--- config.mk ---
export PLATFORM = sky130hd
export DESIGN_NAME = piso_serializer_flat
export DESIGN_NICKNAME = d
export VERILOG_FILES = /design/src/rtl/piso_serializer_pkg.sv /design/src/rtl/piso_serializer_if.sv /design/src/rtl/piso_serializer.sv /design/src/flat_wrapper.sv
export SDC_FILE = /design/constraint.sdc
export NUM_CORES = 1
export LEC_CHECK = 0
export BUFFER_PORTS_ARGS = -buffer_cell sky130_fd_sc_hd__buf_2
export CORE_MARGIN = 5
export CORE_UTILIZATION = 50
export DETAILED_ROUTE_END_ITERATION = 6
export PLACE_DENSITY = 0.77
export SLEW_MARGIN = 20
export SYNTH_ARGS = -nofsm -noshare
export SYNTH_HDL_FRONTEND = slang
export SYNTH_SLANG_ARGS = --single-unit
export TNS_END_PERCENT = 5
--- constraint.sdc ---
create_clock -name clk -period 1.7 [get_ports clk]
set_input_delay 0.425 -clock clk [delete_from_list [all_inputs] [get_ports clk]]
set_output_delay 0.425 -clock clk [all_outputs]
set_load 0.01 [all_outputs]
--- src/rtl/piso_serializer_pkg.sv ---
// Shared definitions for the parallel-in/serial-out stage feeding the sequence detector.
// Holds the state encoding and the bit-counter width helper.
package piso_serializer_pkg;

    typedef enum logic {
        ST_IDLE  = 1'b0,
        ST_SHIFT = 1'b1
    } state_t;

    // Counter must index 0..width-1; never let it collapse to zero bits.
    function automatic int cnt_w(input int width);
        return (width > 1) ? $clog2(width) : 1;
    endfunction

endpackage

--- src/rtl/piso_serializer_if.sv ---
// Word handshake plus serial output bundle of the serializer.
// master = producer/consumer side, slave = serializer side.
interface piso_serializer_if #(
    parameter int WIDTH = 8
);
    logic [WIDTH-1:0] din;
    logic             din_valid;
    logic             din_ready;
    logic             sout;
    logic             sout_valid;
    logic             last;
    logic             busy;

    modport master (
        output din, din_valid,
        input  din_ready, sout, sout_valid, last, busy
    );

    modport slave (
        input  din, din_valid,
        output din_ready, sout, sout_valid, last, busy
    );
endinterface

--- src/rtl/piso_serializer.sv ---
// Parallel-in/serial-out stage: accepts a WIDTH-bit word over valid/ready and emits
// one bit per clock on sout, reloading on the last bit so words stream gap-free.
//
// state    | meaning
// ---------+------------------------------------------------------------
// ST_IDLE  | no word held; din_ready=1, sout=IDLE_LEVEL
// ST_SHIFT | word in flight; cnt = index of the bit on sout (0..WIDTH-1)
module piso_serializer
    import piso_serializer_pkg::*;
#(
    parameter int   WIDTH      = 8,
    parameter bit   MSB_FIRST  = 1'b1,
    parameter logic IDLE_LEVEL = 1'b0
) (
    input  logic             clk,
    input  logic             rst_n,
    piso_serializer_if.slave bus
);

    localparam int               CNT_W    = cnt_w(WIDTH);
    localparam logic [CNT_W-1:0] CNT_LAST = CNT_W'(WIDTH - 1);
    localparam int               OUT_IDX  = MSB_FIRST ? WIDTH - 1 : 0;

    state_t           state_q, state_d;
    logic [WIDTH-1:0] sreg_q, sreg_d, sreg_shifted;
    logic [CNT_W-1:0] cnt_q, cnt_d;
    logic             at_last;
    logic             ready;
    logic             accept;

    // Ready depends on registered state only, so it never loops back through din_valid.
    assign at_last = (state_q == ST_SHIFT) && (cnt_q == CNT_LAST);
    assign ready   = (state_q == ST_IDLE) || at_last;
    assign accept  = bus.din_valid && ready;

    assign sreg_shifted = MSB_FIRST ? {sreg_q[WIDTH-2:0], 1'b0}
                                    : {1'b0, sreg_q[WIDTH-1:1]};

    always_comb begin
        state_d = state_q;
        sreg_d  = sreg_q;
        cnt_d   = cnt_q;
        case (state_q)
            ST_IDLE: begin
                if (accept) begin
                    state_d = ST_SHIFT;
                    sreg_d  = bus.din;
                    cnt_d   = '0;
                end
            end
            ST_SHIFT: begin
                if (!at_last) begin
                    sreg_d = sreg_shifted;
                    cnt_d  = cnt_q + CNT_W'(1);
                end else if (accept) begin
                    sreg_d = bus.din;
                    cnt_d  = '0;
                end else begin
                    state_d = ST_IDLE;
                    sreg_d  = sreg_shifted;
                    cnt_d   = '0;
                end
            end
            default: begin
                state_d = ST_IDLE;
            end
        endcase
    end

    always_ff @(posedge clk or negedge rst_n) begin
        if (!rst_n) begin
            state_q <= ST_IDLE;
            sreg_q  <= '0;
            cnt_q   <= '0;
        end else begin
            state_q <= state_d;
            sreg_q  <= sreg_d;
            cnt_q   <= cnt_d;
        end
    end

    // sout is the register end bit, forced to the idle level outside a word.
    assign bus.sout       = (state_q == ST_SHIFT) ? sreg_q[OUT_IDX] : IDLE_LEVEL;
    assign bus.sout_valid = (state_q == ST_SHIFT);
    assign bus.busy       = (state_q == ST_SHIFT);
    assign bus.last       = at_last;
    assign bus.din_ready  = ready;

endmodule

--- src/flat_wrapper.sv ---
// flat-port wrapper written by rule: the top's interface ports become plain ports
module piso_serializer_flat import piso_serializer_pkg::*;
#(
    parameter int   WIDTH      = 8,
    parameter bit   MSB_FIRST  = 1'b1,
    parameter logic IDLE_LEVEL = 1'b0
)
  (clk, rst_n, bus_din, bus_din_valid, bus_din_ready, bus_sout, bus_sout_valid, bus_last, bus_busy);
  piso_serializer_if #(.WIDTH(WIDTH)) bus_i ();
  input  logic clk;
  input  logic rst_n;
  input wire logic [$bits(bus_i.din)-1:0] bus_din;
  input wire logic [$bits(bus_i.din_valid)-1:0] bus_din_valid;
  output wire logic [$bits(bus_i.din_ready)-1:0] bus_din_ready;
  output wire logic [$bits(bus_i.sout)-1:0] bus_sout;
  output wire logic [$bits(bus_i.sout_valid)-1:0] bus_sout_valid;
  output wire logic [$bits(bus_i.last)-1:0] bus_last;
  output wire logic [$bits(bus_i.busy)-1:0] bus_busy;
  assign bus_i.din = bus_din;
  assign bus_i.din_valid = bus_din_valid;
  assign bus_din_ready = bus_i.din_ready;
  assign bus_sout = bus_i.sout;
  assign bus_sout_valid = bus_i.sout_valid;
  assign bus_last = bus_i.last;
  assign bus_busy = bus_i.busy;
  piso_serializer #(.WIDTH(WIDTH), .MSB_FIRST(MSB_FIRST), .IDLE_LEVEL(IDLE_LEVEL)) u_core (.clk(clk), .rst_n(rst_n), .bus(bus_i));
endmodule
## After elaboration in Yosys (flattened, before gate mapping)

Index checks and enable logic that the tools add are counted.

- Output and inout port bits: 5
- Input port bits: 11
- Word-level logic and storage cells: 21
- Bits in registers: 12

- Eq/ne operators: 2
- Bitwise gates (word level): 1
- Add/subtract/negate cells: 1
- Muxes and demuxes: 11
- Reductions and logical operators: 3

Operators by type and width:

| cell | count |
|---|---|
| 8-bit 2-to-1 mux | 3 |
| 8-bit case mux with 2 select lines | 1 |
| 3-bit 2-to-1 mux | 2 |
| 3-bit case mux with 2 select lines | 1 |
| 3-bit by 1-bit adder with 3-bit output, second input constant | 1 |
| 3-bit equality test, second input constant | 1 |
| 1-bit 2-to-1 mux | 3 |
| 1-bit logical AND | 2 |
| 2-bit by 1-bit inequality test with 1-bit output, second input constant | 1 |
| 1-bit case mux with 2 select lines | 1 |
| 1-bit logical OR | 1 |
| 1-bit NOT | 1 |

## Depth between registers and ports, before layout

- Word-level depth: 7
- Mapped depth: 6
- Mapped depth without buffers: 5

## Worst setup path after synthesis

Ideal clock, no wire load.

- Kind: reg-to-output
- From: register u_core.cnt_q[0]
- To: output bus_last
- Arrival: 1.052 ns
- Cell stages (with the launch flop): 5
- Required time: 1.275 ns
- Slack: 0.223 ns
- Cells stage by stage: dfrtp_1 -> ha_1 -> ha_1 -> buf_4 -> and2_1

- Longest elaborated chain between the ends: 2

RTL lines:

| item | RTL line | RTL |
|---|---|---|
| start, declared | piso_serializer.sv:26 | `logic [CNT_W-1:0] cnt_q, cnt_d;` |
| start signal, assigned | piso_serializer.sv:78 | `cnt_q <= cnt_d;` |
| 3-bit equality test | piso_serializer.sv:32 | `assign at_last = (state_q == ST_SHIFT) && (cnt_q == CNT_LAST);` |
| 1-bit logical AND | piso_serializer.sv:32 |  |
| end, declared | flat_wrapper.sv:17 | `output wire logic [$bits(bus_i.last)-1:0] bus_last;` |

No other way between the ends.

## Final worst setup path

Same ends and word-level chain as after synthesis.

==> out/summary.txt <==
Finished Core Util: 61.6%
FF-to-FF Start: u_core.cnt_q[0]
syn_nets: 75
Slew Limit Fails: 0
gpl congestion: 0.733
die height: 46.4 microns
first-pass GRT wire length: 1990 microns
Final Power: 1.10 mW
crit path launch: u_core.cnt_q[0]
top-area cell type share of the netlist area: 45.5%
CP required: 1.27 ns
finished layout cell area: 782 sq um
Crit path arrival time: 1.27 ns
DR pass1 iterations: 4
register-to-register setup slack: 0.19 ns
Initial Util: 52.1%
min cycle time layout: 1.69 ns
initial antenna violation count: 0
highest clock rate: 591 MHz
post-synth top area cell: dfrtp_1
cell count after placement: 88
area grow syn2layout: 18.4%
register area share after synthesis: 45.5%
measured slew at the worst slew-check pin: 0.380 ns
Synth area leaders: dfrtp_1, mux2i_1, a31oi_1
Post-Syn Instances: 62
# rows: 13
Clock Tree Buf Depth: 2
CP Max Fanout: 3
uppermost layer routed: met4
vias in the first global route: 489
R2R Path End: u_core.sreg_q[3]
Final #Nets: 92
Met1 Wirelength: 568 microns
met3 wire length: 85 microns
antenna-violating nets left: 0
WHS: 0.0156 ns
Hold Vio Cnt, Final: 0
diode count: 0
Peak VDD IR: 0.703 mV
Non-Filler Instances: 92
PwrDens: 1410 nW/um^2
DR vias/cell: 5.68
synth warn: 0
Post-DP Area: 712 sq um
Port Buffers: 15
total CTS buffers: 3
cells on worst reg2reg path: 7
skew final: 0.00447 ns
WL final: 1190 microns
CTS clk-pin slew, worst paths: 0.07 ns
gr ovfl total: 0
status: finished clean
die area: 2150 sq um
Final period util: 99.5%
CP endpoint kind: output pin
max_slew headroom: 74.7%
met2 routed WL: 532 microns
#FFs+latches synth: 12
drt drc: 0
clock tree from TritonCTS: done
wire per inst: 12.9 microns
layout cell share with drive strength beyond 1: 35.1%
post-place setup slack: 0.122 ns
RSZ-0062 raised after global routing: yes
root buf cell: clkbuf_4
syn_area_per_cell: 10.7 sq um
core area: 1270 sq um
Die X-Extent: 46.4 microns
Clock Latency Late Sink: 0.27 ns
via count: 523
Worst Setup Start Kind: flip-flop
Final Setup Violations: 0
htree depth: 1
Pleak: 0.390 nW
Syn Std Cell Area: 661 sq um
Detail Placement HPWL: 847 microns
Hold Path Class: in -> async
Sink Count: 12
max_cap viols: 0
Iter 0 DRT Violations: 6
setup TNS: 0 ns
Total GRT Usage: 13.1%
Ports: 16
Setup CP Type: reg -> out
unique cell type count in the Yosys netlist: 19
worst setup margin: 0.00871 ns
largest net degree at the start of global routing: 20
[synthesized netlist by cell type]
cell type and n:
nand2b_1 1, buf_12 1, ha_1 2, o21ai_1 8, and2_1 2, and3_1 7, mux2i_1 8, a32o_1 2
dfrtp_1 12, buf_4 3, nand2_1 2, o21ai_0 1, nand3_1 1, buf_6 1, nand2_2 1, a31oi_1 7
clkbuf_1 1, nor2_1 1, inv_1 1
[power by group]
part,total [mW],leakage (nW),internal (mW),switching (mW)
registers,0.465,0.153,0.392,0.0724
logic,0.469,0.223,0.254,0.215
clock network,0.168,0.0138,0.0819,0.0862
[final cells by class]
type                            count  area [sq um]
Timing Repair Buffer               18           110
Sequential cell                    12           300
Tap cell                           15          18.8
Fill cell                         105           487
Multi-Input combinational cell     43           324
Clock buffer                        3          22.5
Inverter                            1          6.26
[layer usage]
| layer | vias to the layer above | GRT usage (%) |
|---|---|---|
| li1 | 260 | - |
| met1 | 242 | 17.1 |
| met3 | 2 | 3.52 |
| met4 | 0 | 5.11 |
| met2 | 19 | 20.3 |
| met5 | - | 0 |
[worst max-delay path, stage by stage (launching register included)]
cell and delay, ns:
dfrtp_1 0.39, ha_2 0.19, ha_4 0.17, and2_4 0.13, buf_6 0.11
[registers in the layout, summed over array words and instances, names as in the netlist]
name / count
u_core.sreg_q: 8
u_core.bus.busy: 1
u_core.cnt_q: 3
[cells in the final DEF, fill, tap and decap left out]
cell / n
o21ai_1: 8
inv_4: 1
buf_6: 2
a32o_1: 2
and2_1: 1
ha_2: 1
buf_2: 13
nand3_1: 1
and2_4: 1
clkbuf_4: 3
o21ai_0: 1
nand2_4: 1
nor2_1: 1
nand2_1: 1
a31oi_1: 7
mux2i_1: 8
buf_4: 3
nand2_2: 1
ha_4: 1
nand2b_1: 1
and3_1: 7
dfrtp_1: 12
[repair_timing]
action / in CTS / in global routing
gates resized for setup: 10 / 0
setup endpoints to repair: 2 / 2
hold buffers: 0 / 0
pin swaps: 2 / 0
buffers inserted: 1 / 0
[cells by family after synthesis]
kind of cell / count (synthesis) / synth area share, %
AO/OA/AOI/OAI: 18 / 16.5
adder cells (fa/ha/maj): 2 / 3.79
buffers and inverters: 7 / 9.28
flip-flops: 12 / 45.5
multiplexers: 8 / 12.1
AND/OR/NAND/NOR: 15 / 12.9
[worst max path at each step]
stage / end / depth (start not counted) / slack (ns)
2_1_floorplan: bus_last / 4 / 0.22
3_3_place_gp: bus_din_ready / 5 / 0.16
3_5_place_dp: bus_din_ready / 5 / 0.12
4_1_cts: bus_last / 4 / 0.003
5_1_grt: bus_din_ready / 5 / -0.05
6_report: bus_last / 4 / 0.009
Power figures use the tool's default switching activity.
